--- src/rtl/vram_arbiter.sv ---
// -----------------------------------------------------------------------------
// vram_arbiter
//
// Shares one single-port 8192 x 16 VRAM between the CPU and the display
// fetcher. The CPU owns the RAM while idle. A one-cycle disp_req takes the RAM
// for a 32-word scanline burst, and the display has strict priority over the
// CPU. The RAM has a synchronous read, so each display word comes back one
// cycle after its address is issued. DRAIN is the cycle in which the last word
// returns.
//
// Ports
//   clk, reset      system clock; synchronous active-high reset
//   cpu_addr        CPU word address into VRAM (13 bits)
//   cpu_we          CPU write strobe (level); honoured only while cpu_busy low
//   cpu_wdata       CPU write data (16 bits)
//   cpu_busy        RAM not available to the CPU; CPU holds address/data
//   cpu_rdata       registered read data for the CPU address
//   disp_req        one-cycle pulse requesting a 32-word scanline fetch
//   disp_row        scanline row, sampled with disp_req
//   disp_valid      disp_data carries one fetched word this cycle
//   disp_last       marks the 32nd word of a burst
//   disp_data       fetched pixel word
//   disp_overrun    sticky flag: disp_req arrived while a burst was running
//   ram_addr/ram_we/ram_wdata   single-port VRAM request
//   ram_rdata       VRAM read data, one cycle after ram_addr
// -----------------------------------------------------------------------------
module vram_arbiter (
  input  logic        clk,
  input  logic        reset,
  input  logic [12:0] cpu_addr,
  input  logic        cpu_we,
  input  logic [15:0] cpu_wdata,
  output logic        cpu_busy,
  output logic [15:0] cpu_rdata,
  input  logic        disp_req,
  input  logic [7:0]  disp_row,
  output logic        disp_valid,
  output logic        disp_last,
  output logic [15:0] disp_data,
  output logic        disp_overrun,
  output logic [12:0] ram_addr,
  output logic        ram_we,
  output logic [15:0] ram_wdata,
  input  logic [15:0] ram_rdata
);

  typedef enum logic [1:0] {
    IDLE  = 2'd0,
    BURST = 2'd1,
    DRAIN = 2'd2
  } state_t;

  state_t      state, state_next;
  logic [7:0]  row;
  logic [4:0]  word;
  logic        cpu_slot;    // CPU really owns the RAM this cycle
  logic        cpu_slot_q;  // ram_rdata now answers a CPU address

  // NOTE: sequential state uses non-blocking assignments so every register
  // samples pre-edge values, independent of the order of the statements.
  always_ff @(posedge clk) begin
    if (reset) state <= IDLE;
    else       state <= state_next;
  end

  // NOTE: every signal driven here gets a default first, so no path through
  // the case statement can leave one unassigned and infer a latch.
  always_comb begin
    state_next = state;
    cpu_busy   = 1'b1;
    cpu_slot   = 1'b0;
    ram_addr   = {row, word};
    ram_we     = 1'b0;
    disp_last  = 1'b0;
    unique case (state)
      IDLE: begin
        // disp_req pre-empts the CPU in the same cycle. A coincident CPU
        // write is suppressed, and the CPU retries it because cpu_busy is high.
        cpu_busy = disp_req;
        cpu_slot = ~disp_req;
        ram_addr = cpu_addr;
        ram_we   = cpu_we & ~disp_req;
        if (disp_req) state_next = BURST;
      end
      BURST: begin
        if (word == 5'd31) state_next = DRAIN;
      end
      DRAIN: begin
        // The word addressed in the last BURST cycle is on ram_rdata now.
        disp_last  = 1'b1;
        state_next = IDLE;
      end
      default: state_next = IDLE;
    endcase
  end

  assign ram_wdata = cpu_wdata;
  assign disp_data = ram_rdata;

  always_ff @(posedge clk) begin
    if (reset) begin
      row          <= '0;
      word         <= '0;
      disp_valid   <= 1'b0;
      disp_overrun <= 1'b0;
      cpu_slot_q   <= 1'b0;
      cpu_rdata    <= '0;
    end else begin
      // Read data trails the address by one cycle. Every BURST cycle
      // therefore yields a valid word in the following cycle.
      disp_valid <= (state == BURST);
      cpu_slot_q <= cpu_slot;
      if (cpu_slot_q) cpu_rdata <= ram_rdata;

      if (state == IDLE && disp_req) begin
        row  <= disp_row;
        word <= '0;
      end else if (state == BURST && word != 5'd31) begin
        // word holds at 31 through DRAIN. Only the next burst restarts it.
        word <= word + 5'd1;
      end

      if (state != IDLE && disp_req) disp_overrun <= 1'b1;
    end
  end

endmodule

--- config.mk ---
export PLATFORM = sky130hd
export DESIGN_NAME = vram_arbiter
export DESIGN_NICKNAME = d
export VERILOG_FILES = /design/src/rtl/vram_arbiter.sv
export SDC_FILE = /design/constraint.sdc
export NUM_CORES = 1
export LEC_CHECK = 0
export BUFFER_PORTS_ARGS = -buffer_cell sky130_fd_sc_hd__buf_2
export CAP_MARGIN = 20
export CORE_MARGIN = 2
export CORE_UTILIZATION = 35
export DETAILED_ROUTE_END_ITERATION = 10
export PLACE_DENSITY = 0.77
export SYNTH_ARGS = -nofsm -noshare
export SYNTH_HDL_FRONTEND = slang
export SYNTH_SLANG_ARGS = --single-unit
--- constraint.sdc ---
create_clock -name clk -period 1.8 [get_ports clk]
set_clock_uncertainty 0.15 [all_clocks]
set_input_delay 0.09 -clock clk [delete_from_list [all_inputs] [get_ports clk]]
set_output_delay 0.09 -clock clk [all_outputs]
set_load 0.02 [all_outputs]
==> results of run 1 <==
[cell type report]
type	instances	area [um2]	share of cell area [%]
multi-input combinational	94	729.5	30.70
sequential	34	684.4	28.80
inverter	3	11.26	0.4739
timing repair buffer	126	790.8	33.28
clock inverter	2	12.51	0.5266
clock buffer	6	82.58	3.476
tap	52	65.06	2.738
[synth_stat cells]
cell type / n / area (um2)
sky130_fd_sc_hd__dfxtp_1: 34 / 680.7
sky130_fd_sc_hd__buf_4: 32 / 240.2
sky130_fd_sc_hd__nor2_1: 30 / 112.6
sky130_fd_sc_hd__mux2i_1: 24 / 240.2
sky130_fd_sc_hd__mux2_2: 13 / 146.4
sky130_fd_sc_hd__a21oi_1: 5 / 25.02
sky130_fd_sc_hd__buf_2: 4 / 20.02
sky130_fd_sc_hd__nand2_1: 4 / 15.01
sky130_fd_sc_hd__inv_1: 3 / 11.26
sky130_fd_sc_hd__nor3b_1: 3 / 22.52
sky130_fd_sc_hd__o21ai_0: 3 / 15.01
sky130_fd_sc_hd__clkbuf_1: 2 / 7.510
sky130_fd_sc_hd__ha_1: 2 / 25.02
sky130_fd_sc_hd__or3_1: 2 / 12.51
sky130_fd_sc_hd__and2_1: 1 / 6.260
sky130_fd_sc_hd__and2b_2: 1 / 8.760
sky130_fd_sc_hd__and3_1: 1 / 6.260
sky130_fd_sc_hd__buf_1: 1 / 3.750
sky130_fd_sc_hd__nand3_1: 1 / 5.000
sky130_fd_sc_hd__or2_2: 1 / 6.260
sky130_fd_sc_hd__or3_2: 1 / 7.510
sky130_fd_sc_hd__or3b_4: 1 / 11.26
sky130_fd_sc_hd__xnor2_1: 1 / 8.760
[worst max path at each step]
stage	start	endpoint	slack, ps	cells after the start
global placement	word[0]	word[2]	-40	6
floorplan	word[0]	word[3]	-50	6
CTS	word[0]	word[3]	-80	6
finish	word[0]	word[3]	-90	6
global route	word[0]	word[2]	-130	6
detailed placement	word[0]	word[3]	-120	6
[power by group through the flow]
stage / clock [mW] / sequential (mW) / combinational, mW
floorplan: 0 / 0.847 / 0.279
global placement: 0 / 0.823 / 0.362
detailed placement: 0 / 0.824 / 0.368
CTS: 0.602 / 0.809 / 0.411
global route: 0.625 / 0.814 / 0.455
finish: 0.574 / 0.809 / 0.420
[stage by stage]
stage                     power [mW]  cells  util, %
after floorplan                1.127    170        -
after global placement         1.185    282    44.45
after detailed placement       1.192    282    44.45
after CTS                      1.822    315    52.67
after global routing           1.893    317    53.46
final                          1.803    317    53.46
[metal layers]
metal	global-route usage [%]	part of all wire [%]
met3	4.028	7.0
met5	0	0
met1	14.76	38
met2	29.26	53
met4	6.379	1.6
[worst register-to-register path, delay by kind of cell (launching register included)]
family,cells,cell delay (ps)
AOI/OAI and AO/OA,1,120
DFF,1,340
adders and majority gates,2,310
and+or+nand+nor,3,930
[timing repair]
item                       in CTS  in global routing
resized for setup               4                  8
cloned                          0                  1
hold endpoints to repair       26                  0
setup endpoints to repair       2                 16
hold buffers                   25                  0
pin swaps                       1                  1
buffers inserted                0                  1
[registers in the layout (all words and copies together), names as in the netlist]
register	cells
cpu_rdata	16
row	8
word	5
state	2
cpu_slot_q	1
disp_overrun	1
disp_valid	1
[cells in the final DEF, fill, tap and decap left out]
master,instances
sky130_fd_sc_hd__dfxtp_2,3
sky130_fd_sc_hd__mux2_2,13
sky130_fd_sc_hd__clkinv_2,1
sky130_fd_sc_hd__dfxtp_1,31
sky130_fd_sc_hd__inv_1,3
sky130_fd_sc_hd__nor2_2,1
sky130_fd_sc_hd__nand2_1,4
sky130_fd_sc_hd__and2b_2,1
sky130_fd_sc_hd__or3_4,2
sky130_fd_sc_hd__mux2i_1,24
sky130_fd_sc_hd__and2_1,1
sky130_fd_sc_hd__nand3_1,1
sky130_fd_sc_hd__or2_2,1
sky130_fd_sc_hd__o21ai_0,3
sky130_fd_sc_hd__or3_2,1
sky130_fd_sc_hd__clkbuf_8,6
sky130_fd_sc_hd__nor2_1,29
sky130_fd_sc_hd__clkinvlp_4,1
sky130_fd_sc_hd__or3b_4,1
sky130_fd_sc_hd__dlygate4sd3_1,25
sky130_fd_sc_hd__buf_4,9
sky130_fd_sc_hd__a21oi_2,2
sky130_fd_sc_hd__nor3b_1,2
sky130_fd_sc_hd__buf_2,90
sky130_fd_sc_hd__nor3b_2,1
sky130_fd_sc_hd__and3_4,1
sky130_fd_sc_hd__ha_4,2
sky130_fd_sc_hd__xnor2_1,1
sky130_fd_sc_hd__a21oi_1,3
sky130_fd_sc_hd__buf_6,2
[kinds of logic (layout without fill, tap and decap cells)]
family	Yosys count	count (layout)
mux	37	37
flops	34	34
compound gates	8	8
buf+inv	42	137
simple gates	46	46
xor+xnor	1	1
fa+ha+maj	2	2
==> impl_metrics.sql, run 1 <==
INSERT INTO impl_metrics (metric_group, metric, value, unit) VALUES
('drt', 'detailroute.via_count', '1453', ''),
('floorplanning', 'core_area', '4444', 'um2'),
('pwr', 'peakVddDrop', '0.5415', 'mV'),
('pwr', 'clockPowerShare', '31.8', '%'),
('worst_setup_path', 'timing.reg2reg.setup_slack', '-90', 'ps'),
('status', 'status', 'finished, violations left', ''),
('worst_setup_path', 'cp_cell_sequence', 'ha_4 -> and3_4 -> ha_4 -> or3b_4 -> or3_4 -> a21oi_2', ''),
('clock_tree', 'clk_latency', '280', 'ps'),
('synth', 'syn_area', '1638', 'um2'),
('worst_setup_path', 'data_required_critical_path', '1860', 'ps'),
('drt', 'totalWireLength', '3944', 'um'),
('drt', 'detail_route.wl_per_cell', '12.44', 'um'),
('drt', 'drt-pass1-iter-count', '4', ''),
('clock_tree', 'cts-root-to-sink-buffers', '2', ''),
('finish', 'design_area', '2376', 'um2'),
('worst_setup_path', 'crit_path_max_fanout', '5', ''),
('timing', 'max_freq', '528.4', 'MHz'),
('timing', 'worst_pin_slew', '521.7', 'ps'),
('timing', 'rsz0062_at_grt', 'yes', ''),
('synth', 'xor_xnor_fraction_of_synth_area', '0.5348', '%'),
('pwr', 'combPwrFrac', '23.3', '%'),
('floorplanning', 'start_util', '36.85', '%'),
('min_path', 'hold_depth', '0', ''),
('pwr', 'power.switching_fraction', '27.83', '%'),
('finish', 'diodes', '0', ''),
('synth', 'synth-warning-count', '0', ''),
('pwr', 'pwr_cell_area', '758.8', 'nW/um2'),
('clock_tree', 'tritoncts.num_buffers', '5', ''),
('drt', 'dr.first_iter.drc_count', '18', ''),
('worst_setup_path', 'worstSetupEndpointType', 'flip-flop', ''),
('finish', 'finalNetCount', '323', ''),
('pwr', 'netSwitchingPower', '501.7', 'uW'),
('synth', 'largest_family_of_logic_cells_by_synthesized_area', 'multiplexers', ''),
('clock_tree', 'clkSlewWorstSetupHoldPaths', '70', 'ps'),
('placement', 'io_buffers', '90', ''),
('synth', 'post_synth_num_cell_types', '23', ''),
('status', 'failed_checks', 'setup timing', ''),
('finish', 'syn2layout_area_growth', '45.07', '%'),
('global_routing', 'grt_antenna_before_repair', '0', ''),
('worst_setup_path', 'critPathKind', 'flip-flop to flip-flop', ''),
('worst_setup_path', 'reg2reg_from', 'word[0]', ''),
('placement', 'dpl_worst_slack', '-116.5', 'ps'),
('drt', 'vias_per_cell', '4.584', ''),
('synth', 'fraction_of_the_yosys_area_taken_by_sequential_cells', '41.56', '%'),
('pwr', 'pint', '1.301', 'mW'),
('synth', 'syn_inst', '170', ''),
('worst_setup_path', 'rr_worst_depth', '6', ''),
('clock_tree', 'cts_tree', 'done', ''),
('timing', 'timing_max_transition_violations_final', '0', ''),
('pwr', 'sequentialPowerShare', '44.9', '%'),
('min_path', 'hold_start', 'cpu_wdata[2]', ''),
('global_routing', 'grt_pass1_vias', '1390', ''),
('placement', 'place_congestion', '0.8079', ''),
('floorplanning', 'design.die.area', '5242', 'um2'),
('clock_tree', 'clkSinkCount', '34', ''),
('placement', 'placedInstanceArea', '1976', 'um2'),
('synth', 'syn_avg_cell_area', '9.634', 'um2'),
('min_path', 'hold_end', 'ram_wdata[2]', ''),
('timing', 'timing.setup.tns', '-175.4', 'ps'),
('synth', 'syn_nets', '229', ''),
('worst_setup_path', 'critical-path-top-cell-by-count', 'sky130_fd_sc_hd__ha_4', ''),
('timing', 'worst_case_setup_margin_in_the_final_layout', '-92.59', 'ps'),
('timing', 'timing.final.setup_violations', '2', ''),
('timing', 'finalWorstPathRequiredPeriod', '1893', 'ps'),
('synth', 'synth_fa_ha_area_share', '1.528', '%'),
('job', 'cap_violations', '0', ''),
('pwr', 'power.static_leakage', '1.142', 'nW'),
('drt', 'post-route-drc-count', '0', ''),
('global_routing', 'grt_pass1_wl', '6092', 'um'),
('clock_tree', 'htree_levels', '2', ''),
('min_path', 'hold_class', 'primary input to output port', '');
(Power assumes the default switching activity.)
==> inputs of run 2 (changes only) <==
PLACE_DENSITY = 0.72   (was 0.77)
==> run 2 against run 1 <==
The run still ends with setup timing left. Clock power decreased by 5.7%. Maximum frequency increased by 0.87%. Worst hold slack barely moved. Wire length fell by 2.1%. First-iteration DRC count is 5.6% lower. Sequential share of layout area rose by 0.52 points. Largest power group unchanged. Core utilization is 0.76 points lower. Cell area down 1.4%. Setup slack improved by 16 ps.
==> impl_metrics.sql, run 2 (synthesis gave the netlist of run 1 again) <==
INSERT INTO impl_metrics (metric_group, metric, value, unit) VALUES
('status', 'status', 'finished, violations left', ''),
('status', 'failed_checks', 'setup timing', ''),
('floorplanning', 'floorplan.die.width', '72.41', 'um'),
('clock_tree', 'clk_latency', '270', 'ps'),
('placement', 'dpl_worst_slack', '-73.39', 'ps'),
('finish', 'layout_common_cells', '90 x sky130_fd_sc_hd__buf_2, 31 x sky130_fd_sc_hd__dfxtp_1, 29 x sky130_fd_sc_hd__nor2_1, 25 x sky130_fd_sc_hd__dlygate4sd3_1, 24 x sky130_fd_sc_hd__mux2i_1', ''),
('worst_setup_path', 'crit_family', 'simple AND/OR/NAND/NOR gates', ''),
('floorplanning', 'start_util', '36.85', '%'),
('timing', 'timing_max_transition_violations_final', '0', ''),
('pwr', 'netSwitchingPower', '480.4', 'uW'),
('pwr', 'power.switching_fraction', '27.17', '%'),
('placement', 'io_buffers', '90', ''),
('timing', 'hold_viol', '0', ''),
('placement', 'place_congestion', '0.8160', ''),
('worst_setup_path', 'timing.reg2reg.setup_slack', '-80', 'ps'),
('drt', 'post_route_ant_nets', '0', ''),
('drt', 'detail_route.wirelength.met1', '1504', 'um'),
('global_routing', 'grt_antenna_before_repair', '0', ''),
('drt', 'drt-pass1-iter-count', '3', ''),
('min_path', 'hold_class', 'primary input to output port', ''),
('finish', 'num-fill-cells', '426', ''),
('global_routing', 'grt_pass1_vias', '1388', ''),
('job', 'cap_violations', '0', ''),
('finish', 'syn2layout_area_growth', '43.01', '%'),
('worst_setup_path', 'worstSetupStartpoint', 'word[0]', ''),
('pwr', 'clockPowerShare', '30.6', '%'),
('drt', 'detailroute.via_count', '1427', ''),
('drt', 'totalWireLength', '3862', 'um'),
('timing', 'finalWorstPathRequiredPeriod', '1876', 'ps'),
('clock_tree', 'post_cts.repair.setup_buffers', '0', ''),
('drt', 'dr_wl_met2', '2051', 'um'),
('pwr', 'combPwrFrac', '23.6', '%'),
('worst_setup_path', 'critPathKind', 'flip-flop to flip-flop', ''),
('worst_setup_path', 'worst-path-buf-inv', '0', ''),
('worst_setup_path', 'worstSetupEndpointType', 'flip-flop', ''),
('finish', 'diodes', '0', ''),
('drt', 'post-route-drc-count', '0', ''),
('pwr', 'pint', '1.288', 'mW'),
('min_path', 'hold_depth', '0', ''),
('min_path', 'hold_start', 'cpu_wdata[11]', ''),
('finish', 'top_register', 'cpu_rdata', ''),
('finish', 'biggestRegsByFlops', 'cpu_rdata: 16 flops, row: 8 flops, word: 5 flops', ''),
('timing', 'timing.final.crit_share', '104.2', '%'),
('timing', 'max_freq', '533.0', 'MHz'),
('floorplanning', 'num_rows', '24', ''),
('placement', 'dp_hpwl', '2479', 'um'),
('worst_setup_path', 'critical-path-top-cell-by-count', 'sky130_fd_sc_hd__ha_4', ''),
('worst_setup_path', 'cp_cell_sequence', 'ha_4 -> and3_4 -> ha_4 -> or3b_4 -> or3_1 -> a21oi_1', ''),
('global_routing', 'groute.usage.overall', '14.77', '%'),
('worst_setup_path', 'reg2reg_from', 'word[0]', ''),
('worst_setup_path', 'crit_path_max_fanout', '5', ''),
('clock_tree', 'tritoncts.num_buffers', '5', ''),
('timing', 'relSlewSlack', '66.32', '%'),
('clock_tree', 'htree_levels', '2', ''),
('drt', 'topRoutingLayerUsed', 'met4', ''),
('worst_setup_path', 'crit_path_start_kind', 'flip-flop', ''),
('floorplanning', 'io-pin-count', '123', ''),
('clock_tree', 'clkSlewWorstSetupHoldPaths', '70', 'ps'),
('drt', 'vias_per_cell', '4.545', ''),
('pwr', 'sequentialPowerShare', '45.8', '%'),
('worst_setup_path', 'critical_path.max_stage_delay', '390', 'ps'),
('pwr', 'peakVddDrop', '0.4402', 'mV'),
('clock_tree', 'cts_tree', 'done', ''),
('pwr', 'pwr_cell_area', '754.9', 'nW/um2'),
('drt', 'detail_route.wl_per_cell', '12.30', 'um'),
('finish', 'design_area', '2342', 'um2'),
('global_routing', 'pin_count_of_the_biggest_net_entering_global_routing', '30', ''),
('finish', 'most_frequent_standard_cell_in_the_layout_excluding_fill_and_tap_cells', 'sky130_fd_sc_hd__buf_2', ''),
('global_routing', 'globalRouteOverflowTotal', '0', ''),
('worst_setup_path', 'data_required_critical_path', '1860', 'ps'),
('floorplanning', 'design.die.area', '5242', 'um2'),
('placement', 'placedInstanceArea', '1976', 'um2'),
('global_routing', 'grt_pass1_wl', '5996', 'um'),
('worst_setup_path', 'critPathArrivalTime', '1940', 'ps'),
('drt', 'detailroute.wirelength.met3', '281', 'um'),
('drt', 'dr.first_iter.drc_count', '17', ''),
('timing', 'worst_pin_slew', '505.2', 'ps'),
('floorplanning', 'die_h', '72.41', 'um'),
('clock_tree', 'cts-root-buf', 'sky130_fd_sc_hd__clkbuf_8', ''),
('worst_setup_path', 'rr_worst_depth', '6', ''),
('finish', 'post_route_cells_drive_above_1_share', '50.00', '%'),
('min_path', 'hold_end', 'ram_wdata[11]', ''),
('worst_setup_path', 'critical-path-slowest-cell', 'sky130_fd_sc_hd__or3b_4', ''),
('clock_tree', 'cts-root-to-sink-buffers', '2', ''),
('floorplanning', 'core_area', '4444', 'um2'),
('finish', 'largest_register_ff_count', '16', ''),
('timing', 'worst_case_setup_margin_in_the_final_layout', '-76.18', 'ps'),
('clock_tree', 'clkSinkCount', '34', ''),
('finish', 'finalNetCount', '322', ''),
('timing', 'rsz0062_at_grt', 'yes', ''),
('pwr', 'power.static_leakage', '1.130', 'nW'),
('timing', 'timing.final.setup_violations', '2', ''),
('worst_setup_path', 'timing.rr.end', 'word[3]', '');
[run 2: cell types whose count changed in the layout (fill, tap and decap cells not counted), moves of 2 or more]
| cell | change |
|---|---|
| sky130_fd_sc_hd__a21oi_2 | -2 |
| sky130_fd_sc_hd__or3_1 | +2 |
| sky130_fd_sc_hd__a21oi_1 | +2 |
| sky130_fd_sc_hd__or3_4 | -2 |
[run 2: final cells by class]
class	instances	area [um2]	share of cell area, %
tap	52	65.06	2.778
inverter	3	11.26	0.4808
timing repair buffer	125	779.5	33.28
clock buffer	6	82.58	3.526
sequential	34	686.9	29.33
multi-input combinational	94	716.9	30.61
[run 2: power groups by stage]
| stage | clock network (mW) | registers, mW | logic, mW |
|---|---|---|---|
| floorplan | 0 | 0.847 | 0.279 |
| global placement | 0 | 0.824 | 0.361 |
| detailed placement | 0 | 0.824 | 0.368 |
| CTS | 0.567 | 0.809 | 0.410 |
| global route | 0.601 | 0.814 | 0.451 |
| finish | 0.541 | 0.810 | 0.417 |
[run 2: per-layer routing]
metal	vias up	GRT usage, %
li1	712	-
met1	643	14.30
met2	66	29.05
met3	6	4.722
met4	0	4.938
met5	-	0
[run 2: worst register-to-register path, stage by stage, from the launching register on]
cell	delay [ps]
sky130_fd_sc_hd__dfxtp_4	360
sky130_fd_sc_hd__ha_4	160
sky130_fd_sc_hd__and3_4	180
sky130_fd_sc_hd__ha_4	150
sky130_fd_sc_hd__or3b_4	390
sky130_fd_sc_hd__or3_1	310
sky130_fd_sc_hd__a21oi_1	120
[run 2: how the worst max path moves through the flow]
stage / to / slack, ps / depth (start not counted)
final: word[3] / -80 / 6
after global routing: word[3] / -130 / 6
after CTS: word[3] / -70 / 6
after detailed placement: word[2] / -70 / 6
after global placement: word[2] / -50 / 6
after floorplan: word[3] / -50 / 6
[run 2: repair_timing]
item                                    in CTS  in global routing
gates resized for setup                      2                  7
endpoints found under the setup margin       2                 16
cloned                                       0                  1
pin swaps                                    2                  2
hold endpoints to repair                    26                  0
hold buffers                                25                  0
[run 2: through the flow]
step                      hold slack, ps  std cells  util [%]  setup TNS (ps)  power [mW]
after floorplan                    86.95        170         -          -93.66       1.127
after global placement             30.14        282     44.45          -85.74       1.185
after detailed placement           30.14        282     44.45          -144.9       1.192
after CTS                          30.14        313     52.20          -123.1       1.786
after global routing               30.03        314     52.70          -268.8       1.866
final                              30.01        314     52.70          -138.6       1.768
